### config.mk
export PLATFORM = sky130hd
export DESIGN_NAME = commit_unit
export DESIGN_NICKNAME = d
export VERILOG_FILES = /design/src/rtl/commit_unit.sv
export SDC_FILE = /design/constraint.sdc
export NUM_CORES = 1
export LEC_CHECK = 0
export ABC_AREA = 0
export ABC_CLOCK_PERIOD_IN_PS = 4250
export CORE_ASPECT_RATIO = 2
export CORE_MARGIN = 3
export CORE_UTILIZATION = 40
export CTS_CLUSTER_SIZE = 10
export DETAILED_ROUTE_END_ITERATION = 6
export PLACE_DENSITY = 0.95
export SYNTH_ARGS = -nofsm -noshare
export SYNTH_HDL_FRONTEND = slang
export SYNTH_SLANG_ARGS = --single-unit
### constraint.sdc
create_clock -name clk_in -period 4.25 [get_ports clk_in]
set_input_delay 0.425 -clock clk_in [delete_from_list [all_inputs] [get_ports clk_in]]
set_output_delay 0.425 -clock clk_in [all_outputs]
set_load 0.02 [all_outputs]
### src/rtl/commit_unit.sv
// Retirement stage after the ROB: register writeback, store release, and flush/redirect ownership.
// Optional retire/mispredict counters are built when COMMIT_PERF_EN is defined.
module commit_unit #(
  parameter int unsigned INSTR_ID_W   = 6,
  parameter int unsigned ROB_IDX_W    = 4,
  parameter int unsigned LSB_IDX_W    = 4,
  parameter int unsigned WORD_W       = 32,
  parameter int unsigned STORE_ID_LO  = 8,
  parameter int unsigned STORE_ID_HI  = 10,
  parameter int unsigned BRANCH_ID_LO = 22,
  parameter int unsigned BRANCH_ID_HI = 27,
  parameter int unsigned FLUSH_CYCLES = 2
) (
  input  logic                  clk_in,
  input  logic                  rst_in,
  input  logic                  rdy_in,
  input  logic                  commit_en_in,
  input  logic [INSTR_ID_W-1:0] instr_id_in,
  input  logic [4:0]            rd_in,
  input  logic [ROB_IDX_W-1:0]  rob_pos_in,
  input  logic [LSB_IDX_W-1:0]  lsb_pos_in,
  input  logic [WORD_W-1:0]     res_in,
  input  logic                  jump_en_in,
  input  logic [WORD_W-1:0]     jump_a_in,
  output logic                  reg_wr_en_out,
  output logic [4:0]            reg_wr_idx_out,
  output logic [WORD_W-1:0]     reg_wr_data_out,
  output logic [ROB_IDX_W-1:0]  reg_wr_rob_pos_out,
  output logic                  lsb_commit_en_out,
  output logic [LSB_IDX_W-1:0]  lsb_commit_pos_out,
  output logic                  clear_branch_out,
  output logic                  redirect_en_out,
  output logic [WORD_W-1:0]     redirect_pc_out,
  output logic                  flushing_out,
  output logic [63:0]           instret_out,
  output logic [31:0]           mispredict_cnt_out
);

  localparam logic StRun   = 1'b0;
  localparam logic StFlush = 1'b1;

  localparam logic [INSTR_ID_W-1:0] StoreLo  = INSTR_ID_W'(STORE_ID_LO);
  localparam logic [INSTR_ID_W-1:0] StoreHi  = INSTR_ID_W'(STORE_ID_HI);
  localparam logic [INSTR_ID_W-1:0] BranchLo = INSTR_ID_W'(BRANCH_ID_LO);
  localparam logic [INSTR_ID_W-1:0] BranchHi = INSTR_ID_W'(BRANCH_ID_HI);
  localparam logic [3:0]            FlushInit = 4'(FLUSH_CYCLES - 1);

  logic                 state_q, state_d;
  logic [3:0]           cnt_q, cnt_d;
  logic                 wr_en_q, wr_en_d;
  logic [4:0]           wr_idx_q, wr_idx_d;
  logic [WORD_W-1:0]    wr_data_q, wr_data_d;
  logic [ROB_IDX_W-1:0] wr_rob_q, wr_rob_d;
  logic                 lsb_en_q, lsb_en_d;
  logic [LSB_IDX_W-1:0] lsb_pos_q, lsb_pos_d;
  logic                 redir_en_q, redir_en_d;
  logic [WORD_W-1:0]    redir_pc_q, redir_pc_d;

  logic is_store, is_branch;
  assign is_store  = (instr_id_in >= StoreLo) && (instr_id_in <= StoreHi);
  assign is_branch = (instr_id_in >= BranchLo) && (instr_id_in <= BranchHi);

  always_comb begin
    state_d    = state_q;
    cnt_d      = cnt_q;
    wr_en_d    = 1'b0;
    wr_idx_d   = wr_idx_q;
    wr_data_d  = wr_data_q;
    wr_rob_d   = wr_rob_q;
    lsb_en_d   = 1'b0;
    lsb_pos_d  = lsb_pos_q;
    redir_en_d = 1'b0;
    redir_pc_d = redir_pc_q;
    if (rdy_in) begin
      if (state_q == StRun) begin
        if (commit_en_in) begin
          if (!is_store && !is_branch && (rd_in != 5'd0)) begin
            wr_en_d   = 1'b1;
            wr_idx_d  = rd_in;
            wr_data_d = res_in;
            wr_rob_d  = rob_pos_in;
          end
          if (is_store) begin
            lsb_en_d  = 1'b1;
            lsb_pos_d = lsb_pos_in;
          end
          // Link writes / store releases above still happen alongside the redirect.
          if (jump_en_in) begin
            redir_en_d = 1'b1;
            redir_pc_d = jump_a_in;
            state_d    = StFlush;
            cnt_d      = FlushInit;
          end
        end
      end else begin
        if (cnt_q != 4'd0) begin
          cnt_d = cnt_q - 4'd1;
        end else begin
          state_d = StRun;
        end
      end
    end
  end

  always_ff @(posedge clk_in) begin
    if (!rst_in) begin
      state_q    <= StRun;
      cnt_q      <= 4'd0;
      wr_en_q    <= 1'b0;
      wr_idx_q   <= 5'd0;
      wr_data_q  <= '0;
      wr_rob_q   <= '0;
      lsb_en_q   <= 1'b0;
      lsb_pos_q  <= '0;
      redir_en_q <= 1'b0;
      redir_pc_q <= '0;
    end else begin
      state_q    <= state_d;
      cnt_q      <= cnt_d;
      wr_en_q    <= wr_en_d;
      wr_idx_q   <= wr_idx_d;
      wr_data_q  <= wr_data_d;
      wr_rob_q   <= wr_rob_d;
      lsb_en_q   <= lsb_en_d;
      lsb_pos_q  <= lsb_pos_d;
      redir_en_q <= redir_en_d;
      redir_pc_q <= redir_pc_d;
    end
  end

  assign reg_wr_en_out      = wr_en_q;
  assign reg_wr_idx_out     = wr_idx_q;
  assign reg_wr_data_out    = wr_data_q;
  assign reg_wr_rob_pos_out = wr_rob_q;
  assign lsb_commit_en_out  = lsb_en_q;
  assign lsb_commit_pos_out = lsb_pos_q;
  assign redirect_en_out    = redir_en_q;
  assign redirect_pc_out    = redir_pc_q;
  // The flush window is exactly the time spent in FLUSH.
  assign clear_branch_out   = (state_q == StFlush);
  assign flushing_out       = (state_q == StFlush);

`ifdef COMMIT_PERF_EN
  logic        accept;
  logic [63:0] instret_q;
  logic [31:0] mispredict_q;

  assign accept = rdy_in && (state_q == StRun) && commit_en_in;

  always_ff @(posedge clk_in) begin
    if (!rst_in) begin
      instret_q    <= 64'd0;
      mispredict_q <= 32'd0;
    end else if (accept) begin
      instret_q <= instret_q + 64'd1;
      if (jump_en_in) mispredict_q <= mispredict_q + 32'd1;
    end
  end

  assign instret_out        = instret_q;
  assign mispredict_cnt_out = mispredict_q;
`else
  assign instret_out        = 64'd0;
  assign mispredict_cnt_out = 32'd0;
`endif

endmodule
==> flow_summary.json, run 1 <==
{
  "status": "finished clean",
  "layout-area-overhead-vs-synth_pct": 40.4,
  "antenna_found_initial": 0,
  "path_cells": "clkdlybuf4s50_1 > and3b_2 > and2_1 > nand2_1 > a21boi_0",
  "synthMuxAreaShare": 0.109,
  "cellLeakagePower_nw": 2.26,
  "initial_core_util": 0.417,
  "chipWidth_um": 77.8,
  "num_rows": 51,
  "synth.top_cell.area_share": 0.413,
  "firstDrtPassIters": 4,
  "n_antenna_cell": 0,
  "clk_pin_slew_ns": 0.06,
  "ys.flop_type": "dfxtp_1",
  "drv_slew": 0,
  "yosysSeqAreaShare": 0.413,
  "synth-compound-area-share": 0.0790,
  "overflow": 0,
  "place.gp.congestion": 0.796,
  "finalNetCount": 719,
  "ant_nets": 0,
  "cap_violations": 0,
  "routed_via_density": 4.41,
  "tightest_slew_ns": 1.19,
  "grt_use_total": 0.172,
  "critPathRequiredTime_ns": 4.50,
  "synth_edf_count": 0,
  "grt_pass1_wl_um": 15800,
  "fin_setup_tns_ns": 0,
  "hp-class": "flip-flop to flip-flop",
  "die_h_um": 150,
  "cts_hold_buf": 0,
  "netlist_top_cells_area": "dfxtp_1 41%, buf_4 18%, nand2_1 14%",
  "powerDensity_nw_per_um2": 342,
  "ir_drop_uv": 235,
  "h-tree-depth": 3,
  "numCtsBuffers": 9,
  "syn-instance-count": 475,
  "avgSynthCellArea_um2": 8.67,
  "yosysWarningCount": 0,
  "hpwl_um": 8310,
  "crit_slowest_cell": "and2_1",
  "drt_iter0_markers": 68,
  "layout_commonest_cell": "clkdlybuf4s50_1",
  "holdCritStartpoint": "reg_wr_data_out[31]$_SDFFE_PN0P_",
  "cts_tree": "done",
  "end_kind": "flip-flop",
  "slew_headroom": 0.210,
  "hold_viol_final": 0,
  "syn-cell-area_um2": 4120,
  "crit_fanout": 35,
  "cts.sinks": 85,
  "worstSkewPairLatency_ns": 0.33,
  "fin_crit_sh": 0.545,
  "synth_fa_ha_area_frac": 0.00304,
  "ys_types": 35,
  "clock_tree.root_cell": "clkbuf_16",
  "cpPeakStageDelay_ns": 0.92,
  "layout_common_cells": "168 x clkdlybuf4s50_1, 151 x nand2_1, 96 x conb_1",
  "pin_count": 266,
  "rsz0062_at_grt": "no",
  "fillers": 851,
  "synthSimpleGateAreaFrac": 0.181,
  "setup_viol": 0,
  "grt_max_degree": 67,
  "first_global_vias": 3312,
  "clock_path_buffers": 2,
  "skew_ns": 0.00790,
  "yosysTopAreaCell": "dfxtp_1",
  "drt_wl_total_um": 10400,
  "portBuffers": 169,
  "cts_resized": 0,
  "routed-via-count": 3379,
  "worstSetupPathType": "input pin to flip-flop",
  "start_kind": "input pin",
  "reg2reg_from": "clear_branch_out$_SDFFE_PN0P_",
  "synth_xor_xnor_area_share": 0.00425,
  "arrival_ns": 2.56,
  "drive_gt1_frac": 0.0362,
  "ys_async_sr_fraction": 0,
  "min_period_ns": 2.31,
  "synth_top_family_by_area": "buffers and inverters",
  "drc_errors": 0,
  "post_drt_wl_per_cell_um": 13.6,
  "postCtsSetupBuffers": 0,
  "setup.worst_path.start": "rdy_in",
  "fp.coreArea_um2": 9890,
  "fmax_mhz": 432,
  "synth_seq_cells": 85,
  "fin_util": 0.585,
  "dieArea_um2": 11600
}
cell type report:
type	count	area, µm²	area share
inverters	2	7.51	0.00130
clock inverters	4	47.5	0.00822
multi-input cells	361	1910	0.330
well taps	132	165	0.0286
flip-flops and latches	85	1700	0.294
repair buffers	171	1700	0.295
clock buffers	12	246	0.0426
power by group:
group          total, mW  internal (mW)  switching (mW)
sequential         0.846          0.829          0.0171
clock              0.763          0.469           0.293
combinational      0.366          0.161           0.205
total               1.98           1.46           0.516
synthesized netlist by cell type (2+ instances only):
cell type    n
buf_6        4
nor2b_1      6
clkbuf_1    16
nor3_1       2
nor2_1       4
dfxtp_1     85
buf_2        4
nand2_1    151
nor3b_1      2
a21boi_0    32
buf_4       97
inv_1        2
or3_1        2
a21oi_1      2
mux2i_1     45
nand3b_1     2
state kept, by name, indices dropped and copies added, names as in the netlist:
signal / cells
reg_wr_en_out: 1
clear_branch_out: 1
reg_wr_idx_out: 5
reg_wr_data_out: 32
lsb_commit_en_out: 1
lsb_commit_pos_out: 4
cnt_q: 4
reg_wr_rob_pos_out: 4
redirect_pc_out: 32
redirect_en_out: 1
per-stage QoR:
step	setup WS [ns]	cell area, µm²	hold slack (ns)	power (mW)	instances
detailed placement	1.62	5490	0.449	1.23	751
global route	1.72	5780	0.477	2.06	767
finish	1.94	5780	0.455	1.98	767
CTS	1.95	5780	0.459	2.00	767
global placement	1.72	5490	0.442	1.22	751
floorplan	2.67	4480	0.458	1.14	570
kinds of logic after synthesis:
kind of cell	count (synthesis)
buffers and inverters	124
other	1
AO/OA/AOI/OAI	41
AND/OR/NAND/NOR	176
XOR/XNOR	2
flip-flops	85
multiplexers	45
adder cells (fa/ha/maj)	1
worst max-delay path, delay by kind of cell:
kind / cells / cell delay (ns)
AO/OA/AOI/OAI: 1 / 0.19
AND/OR/NAND/NOR: 3 / 1.32
buffers and inverters: 1 / 0.60
per-layer routing:
metal / GRT usage / vias to the layer above / routed length, µm
met2: 0.348 / 192 / 6000
li1: - / 1636 / -
met5: 0 / - / 0
met3: 0.0380 / 25 / 741
met1: 0.150 / 1526 / 3250
met4: 0.0945 / 0 / 429
worst paths after layout:
| check | end | depth (start not counted) | slack (ns) |
|---|---|---|---|
| hold / removal | reg_wr_data_out[31]$_SDFFE_PN0P_ | 2 | 0.45 |
| setup reg to reg | redirect_pc_out[17]$_SDFFE_PN0P_ | 4 | 2.20 |
| hold reg to reg | reg_wr_data_out[31]$_SDFFE_PN0P_ | 2 | 0.45 |
| setup / recovery | redirect_pc_out[17]$_SDFFE_PN0P_ | 5 | 1.94 |
Note: power is estimated with default switching activity, not from simulation.
==> run 2: changes to the inputs <==
- ABC_CLOCK_PERIOD_IN_PS: 4250 -> 1900
- CORE_UTILIZATION: 40 -> 33
- PLACE_DENSITY: 0.95 -> 0.85
- clock period: 4.25 -> 1.9 ns (I/O delays scaled with it)
==> flow_summary.json, run 2 (same netlist as run 1, synthesis figures left out) <==
{
  "status": "finished clean",
  "num_rows": 57,
  "layout.cells.non_filler": 796,
  "clock_tree.root_cell": "clkbuf_16",
  "hp-class": "input pin to flip-flop",
  "layout-area-overhead-vs-synth_pct": 45.0,
  "grt_pass1_wl_um": 15400,
  "first_global_vias": 3034,
  "numCtsBuffers": 9,
  "postCtsSetupBuffers": 0,
  "hpwl_um": 8060,
  "pin_count": 266,
  "cts.sinks": 85,
  "crit_fanout": 6,
  "dp.cells": 780,
  "power_mw": 4.55,
  "grt_use_total": 0.140,
  "drv_slew": 0,
  "hold_viol_final": 0,
  "setup_viol": 0,
  "grt_max_degree": 69,
  "fp.coreArea_um2": 12200,
  "hold_slack_ns": 0.188,
  "ant_nets": 0,
  "powerDensity_nw_per_um2": 761,
  "cts_hold_buf": 0,
  "rsz0062_at_grt": "no",
  "drive_gt1_frac": 0.0586,
  "worst_slack_ns": 0.227,
  "dp_slack_ns": -0.0639,
  "routed-via-count": 3372,
  "place.gp.congestion": 0.778,
  "skew_ns": 0.00848,
  "chipWidth_um": 85.0,
  "arrival_ns": 1.48,
  "cts_resized": 0,
  "drt_wl_total_um": 10200,
  "layout_common_cells": "168 x clkdlybuf4s50_1, 151 x nand2_1, 96 x conb_1",
  "antenna_found_initial": 0,
  "portBuffers": 169,
  "drt_iter0_markers": 47,
  "fmax_mhz": 598,
  "overflow": 0,
  "h-tree-depth": 3,
  "post_drt_wl_per_cell_um": 12.8,
  "end_kind": "output port",
  "ir_drop_uv": 410,
  "drc_errors": 0,
  "worstSkewPairLatency_ns": 0.33,
  "die_h_um": 164,
  "finalNetCount": 733,
  "routed_via_density": 4.24,
  "fillers": 1135,
  "min_period_ns": 1.67,
  "worstSetupPathType": "flip-flop to output port",
  "fin_crit_sh": 0.880,
  "dieArea_um2": 13900,
  "cellLeakagePower_nw": 2.36,
  "start_kind": "flip-flop",
  "firstDrtPassIters": 4,
  "cts_tree": "done",
  "clock_path_buffers": 2,
  "initial_core_util": 0.338,
  "cap_violations": 0,
  "n_antenna_cell": 0,
  "layout_commonest_cell": "clkdlybuf4s50_1",
  "critPathRequiredTime_ns": 1.71,
  "clk_pin_slew_ns": 0.07
}
## run 2: cell types whose count changed in the layout (fill, tap and decap cells not counted)
cell        change
buf_4          +10
clkbuf_1        -1
clkinv_2        -2
clkbuf_8        +1
clkinvlp_4      -1
buf_12          +4
clkinv_4        +3
## run 2: cell type report
| cell class | instances | area, µm² | area share |
|---|---|---|---|
| clock inverter | 4 | 56.3 | 0.00942 |
| multi-input combinational | 361 | 1910 | 0.320 |
| tap | 147 | 184 | 0.0308 |
| timing repair buffer | 185 | 1860 | 0.311 |
| inverter | 2 | 7.51 | 0.00126 |
| sequential | 85 | 1700 | 0.285 |
| clock buffer | 12 | 256 | 0.0429 |
## run 2: power breakdown
group | leakage, nW | switching [mW] | internal (mW)
combinational | 1.51 | 0.465 | 0.386
clock | 0.153 | 0.706 | 1.10
sequential | 0.691 | 0.0361 | 1.85
## run 2: worst paths after layout
path / start / endpoint / cells after the start / slack (ns)
min reg2reg: reg_wr_data_out[17]$_SDFFE_PN0P_ / reg_wr_data_out[17]$_SDFFE_PN0P_ / 2 / 0.45
min: rst_in / reg_wr_data_out[17]$_SDFFE_PN0P_ / 3 / 0.19
max: clear_branch_out$_SDFFE_PN0P_ / flushing_out / 2 / 0.23
max reg2reg: cnt_q[0]$_SDFFE_PN0P_ / cnt_q[1]$_SDFFE_PN0P_ / 6 / 0.33
## run 2: metrics by stage
step | TNS [ns] | util | instance area, µm²
after CTS | 0 | 0.490 | 5980
after floorplan | 0 | - | 4480
after detailed placement | -1.06 | 0.464 | 5660
after global routing | 0 | 0.490 | 5980
after global placement | 0 | 0.464 | 5660
final | 0 | 0.490 | 5980
## run 2: critical path, cell delays in order (launching register included)
cell	delay, ns
dfxtp_1	0.37
buf_4	0.16
clkdlybuf4s50_1	0.62
## run 2: layer usage
layer | up-vias | GRT usage | share of wire
met5 | - | 0 | 0
met4 | 0 | 0.0836 | 0.042
met3 | 24 | 0.0281 | 0.075
met2 | 186 | 0.266 | 0.55
met1 | 1506 | 0.136 | 0.33
li1 | 1656 | - | -
==> run 3: changes to the inputs <==
==> constraint.sdc (replaced) <==
create_clock -name clk_in -period 1.9 [get_ports clk_in]
set_input_delay 0.475 -clock clk_in [delete_from_list [all_inputs] [get_ports clk_in]]
set_output_delay 0.475 -clock clk_in [all_outputs]
set_load 0.02 [all_outputs]
==> flow_summary.json, run 3 (same netlist as run 1, synthesis figures left out) <==
{
  "cts_tree": "done",
  "hold_viol_final": 0,
  "drc_errors": 0,
  "reg2reg_from": "clear_branch_out$_SDFFE_PN0P_",
  "grt_max_degree": 49,
  "dieArea_um2": 13900,
  "layout_commonest_cell": "clkdlybuf4s50_1",
  "ir_drop_uv": 442,
  "start_kind": "input pin",
  "rsz0062_at_grt": "yes",
  "drv_slew": 0,
  "drive_gt1_frac": 0.0688,
  "reg2reg_to": "cnt_q[1]$_SDFFE_PN0P_",
  "combPwrFrac": 0.190,
  "worst_slack_ns": 0.0426,
  "worstSkewPairLatency_ns": 0.33,
  "antenna_found_initial": 0,
  "num_rows": 57,
  "arrival_ns": 2.12,
  "slew_headroom": 0.667,
  "holdCritStartpoint": "reg_wr_idx_out[4]$_SDFFE_PN0P_",
  "routed_via_density": 4.21,
  "cap_violations": 0,
  "h-tree-depth": 3,
  "firstDrtPassIters": 4,
  "cpPeakStageDelay_ns": 0.47,
  "fin_crit_sh": 0.978,
  "hpwl_um": 8280,
  "die_h_um": 164,
  "setup_viol": 0,
  "critPathRequiredTime_ns": 2.16,
  "p_sw_mw": 1.23,
  "placed_cell_area_um2": 5670,
  "crit_slowest_cell": "clkdlybuf4s50_1",
  "pwr-share-seq": 0.412,
  "fin_setup_tns_ns": 0,
  "cellLeakagePower_nw": 2.40,
  "layout-area-overhead-vs-synth_pct": 46.7,
  "crit_fanout": 12,
  "clk_pin_slew_ns": 0.07,
  "grt_pass1_wl_um": 16200,
  "sw_frac_of_total": 0.269,
  "rr_worst_depth": 5,
  "crit_family": "buffers and inverters",
  "chipWidth_um": 85.0,
  "postCtsSetupBuffers": 0,
  "clock_tree.root_cell": "clkbuf_16",
  "final_cell_area_um2": 6040,
  "finalNetCount": 738,
  "ant_nets": 0,
  "clkPwrFrac": 0.398,
  "fp.coreArea_um2": 12200,
  "cts_hold_buf": 0,
  "holdPathStages": 2,
  "layout_common_cells": "166 x clkdlybuf4s50_1, 151 x nand2_1, 96 x conb_1",
  "hp-class": "flip-flop to flip-flop",
  "status": "finished clean",
  "routed-via-count": 3371,
  "post_drt_wl_per_cell_um": 13.5,
  "n_antenna_cell": 0,
  "path_cells": "clkdlybuf4s50_1 > nand2b_2 > a21oi_2 > a2111oi_4 > buf_6 > clkbuf_16 > mux2i_1",
  "drt_wl_total_um": 10800,
  "r2r_slack_ns": 0.31,
  "power_mw": 4.59,
  "portBuffers": 169,
  "place.gp.congestion": 0.769,
  "min_period_ns": 1.86,
  "p_int_mw": 3.35,
  "numCtsBuffers": 9,
  "tightest_slew_ns": 0.495,
  "first_global_vias": 3185,
  "fmax_mhz": 538,
  "pin_count": 266,
  "worstSetupPathType": "input pin to flip-flop",
  "dp_slack_ns": -0.350,
  "cp.buffers_inverters": 3,
  "cts.sinks": 85,
  "powerDensity_nw_per_um2": 759,
  "clock_path_buffers": 2,
  "end_kind": "flip-flop",
  "initial_core_util": 0.338,
  "overflow": 0,
  "skew_ns": 0.00654,
  "grt_use_total": 0.148,
  "fin_util": 0.496,
  "drt_iter0_markers": 65,
  "holdPathEnd": "reg_wr_idx_out[4]$_SDFFE_PN0P_"
}
## run 3: cell count changes in the layout (fill, tap and decap cells not counted), sizes merged
cell and delta:
clkinv -2, clkinvlp +1, clkdlybuf4s50 -2, buf +3, inv +1, dlygate4sd2 +2, clkbuf +2
## run 3: per-stage QoR
stage / hold slack, ns / instances
floorplan: 0.458 / 570
global placement: 0.440 / 783
detailed placement: 0.447 / 783
CTS: 0.459 / 799
global route: 0.473 / 801
finish: 0.456 / 801
## run 3: worst max-delay path by stage
stage / start / endpoint / slack (ns) / cells past startpoint
floorplan: instr_id_in[2] / reg_wr_data_out[0]$_SDFFE_PN0P_ / 0.27 / 5
global placement: instr_id_in[1] / reg_wr_data_out[20]$_SDFFE_PN0P_ / -0.27 / 7
detailed placement: instr_id_in[1] / reg_wr_idx_out[0]$_SDFFE_PN0P_ / -0.35 / 7
CTS: instr_id_in[1] / reg_wr_data_out[14]$_SDFFE_PN0P_ / 0.008 / 7
global route: instr_id_in[2] / reg_wr_data_out[29]$_SDFFE_PN0P_ / -0.04 / 7
finish: instr_id_in[2] / reg_wr_data_out[31]$_SDFFE_PN0P_ / 0.04 / 7
## run 3: timing repair
action	in CTS	in global routing
pin swaps	0	1
gates resized for setup	3	3
gates cloned	0	2
endpoints found under the setup margin	3	29
## run 3: worst register-to-register path, delay by kind of cell, from the launching register on
family / cells / cell delay (ns)
AOI/OAI and AO/OA: 1 / 0.12
buffers and inverters: 1 / 0.15
DFF: 1 / 0.49
and+or+nand+nor: 3 / 0.77
## run 3: power groups by stage
| stage | logic (mW) | clock network (mW) | registers (mW) |
|---|---|---|---|
| 2_1_floorplan | 0.524 | 0 | 2.02 |
| 3_3_place_gp | 0.842 | 0 | 1.93 |
| 3_5_place_dp | 0.852 | 0 | 1.93 |
| 4_1_cts | 0.855 | 1.89 | 1.89 |
| 5_1_grt | 0.934 | 1.96 | 1.90 |
| 6_report | 0.871 | 1.82 | 1.89 |
## run 3: per-layer routing
metal,up-vias,track usage,part of all wire
li1,1667,-,-
met2,177,0.288,0.58
met3,21,0.0361,0.072
met4,0,0.0728,0.034
met5,-,0,0
met1,1506,0.139,0.32
## run 3: area by class of cell
type                       instances  area [µm²]
fill                            1133        6150
timing repair buffer             190        1920
multi-input combinational        361        1920
sequential                        85        1700
clock buffer                      12         256
tap                              147         184
clock inverter                     4        55.1
inverter                           2        7.51
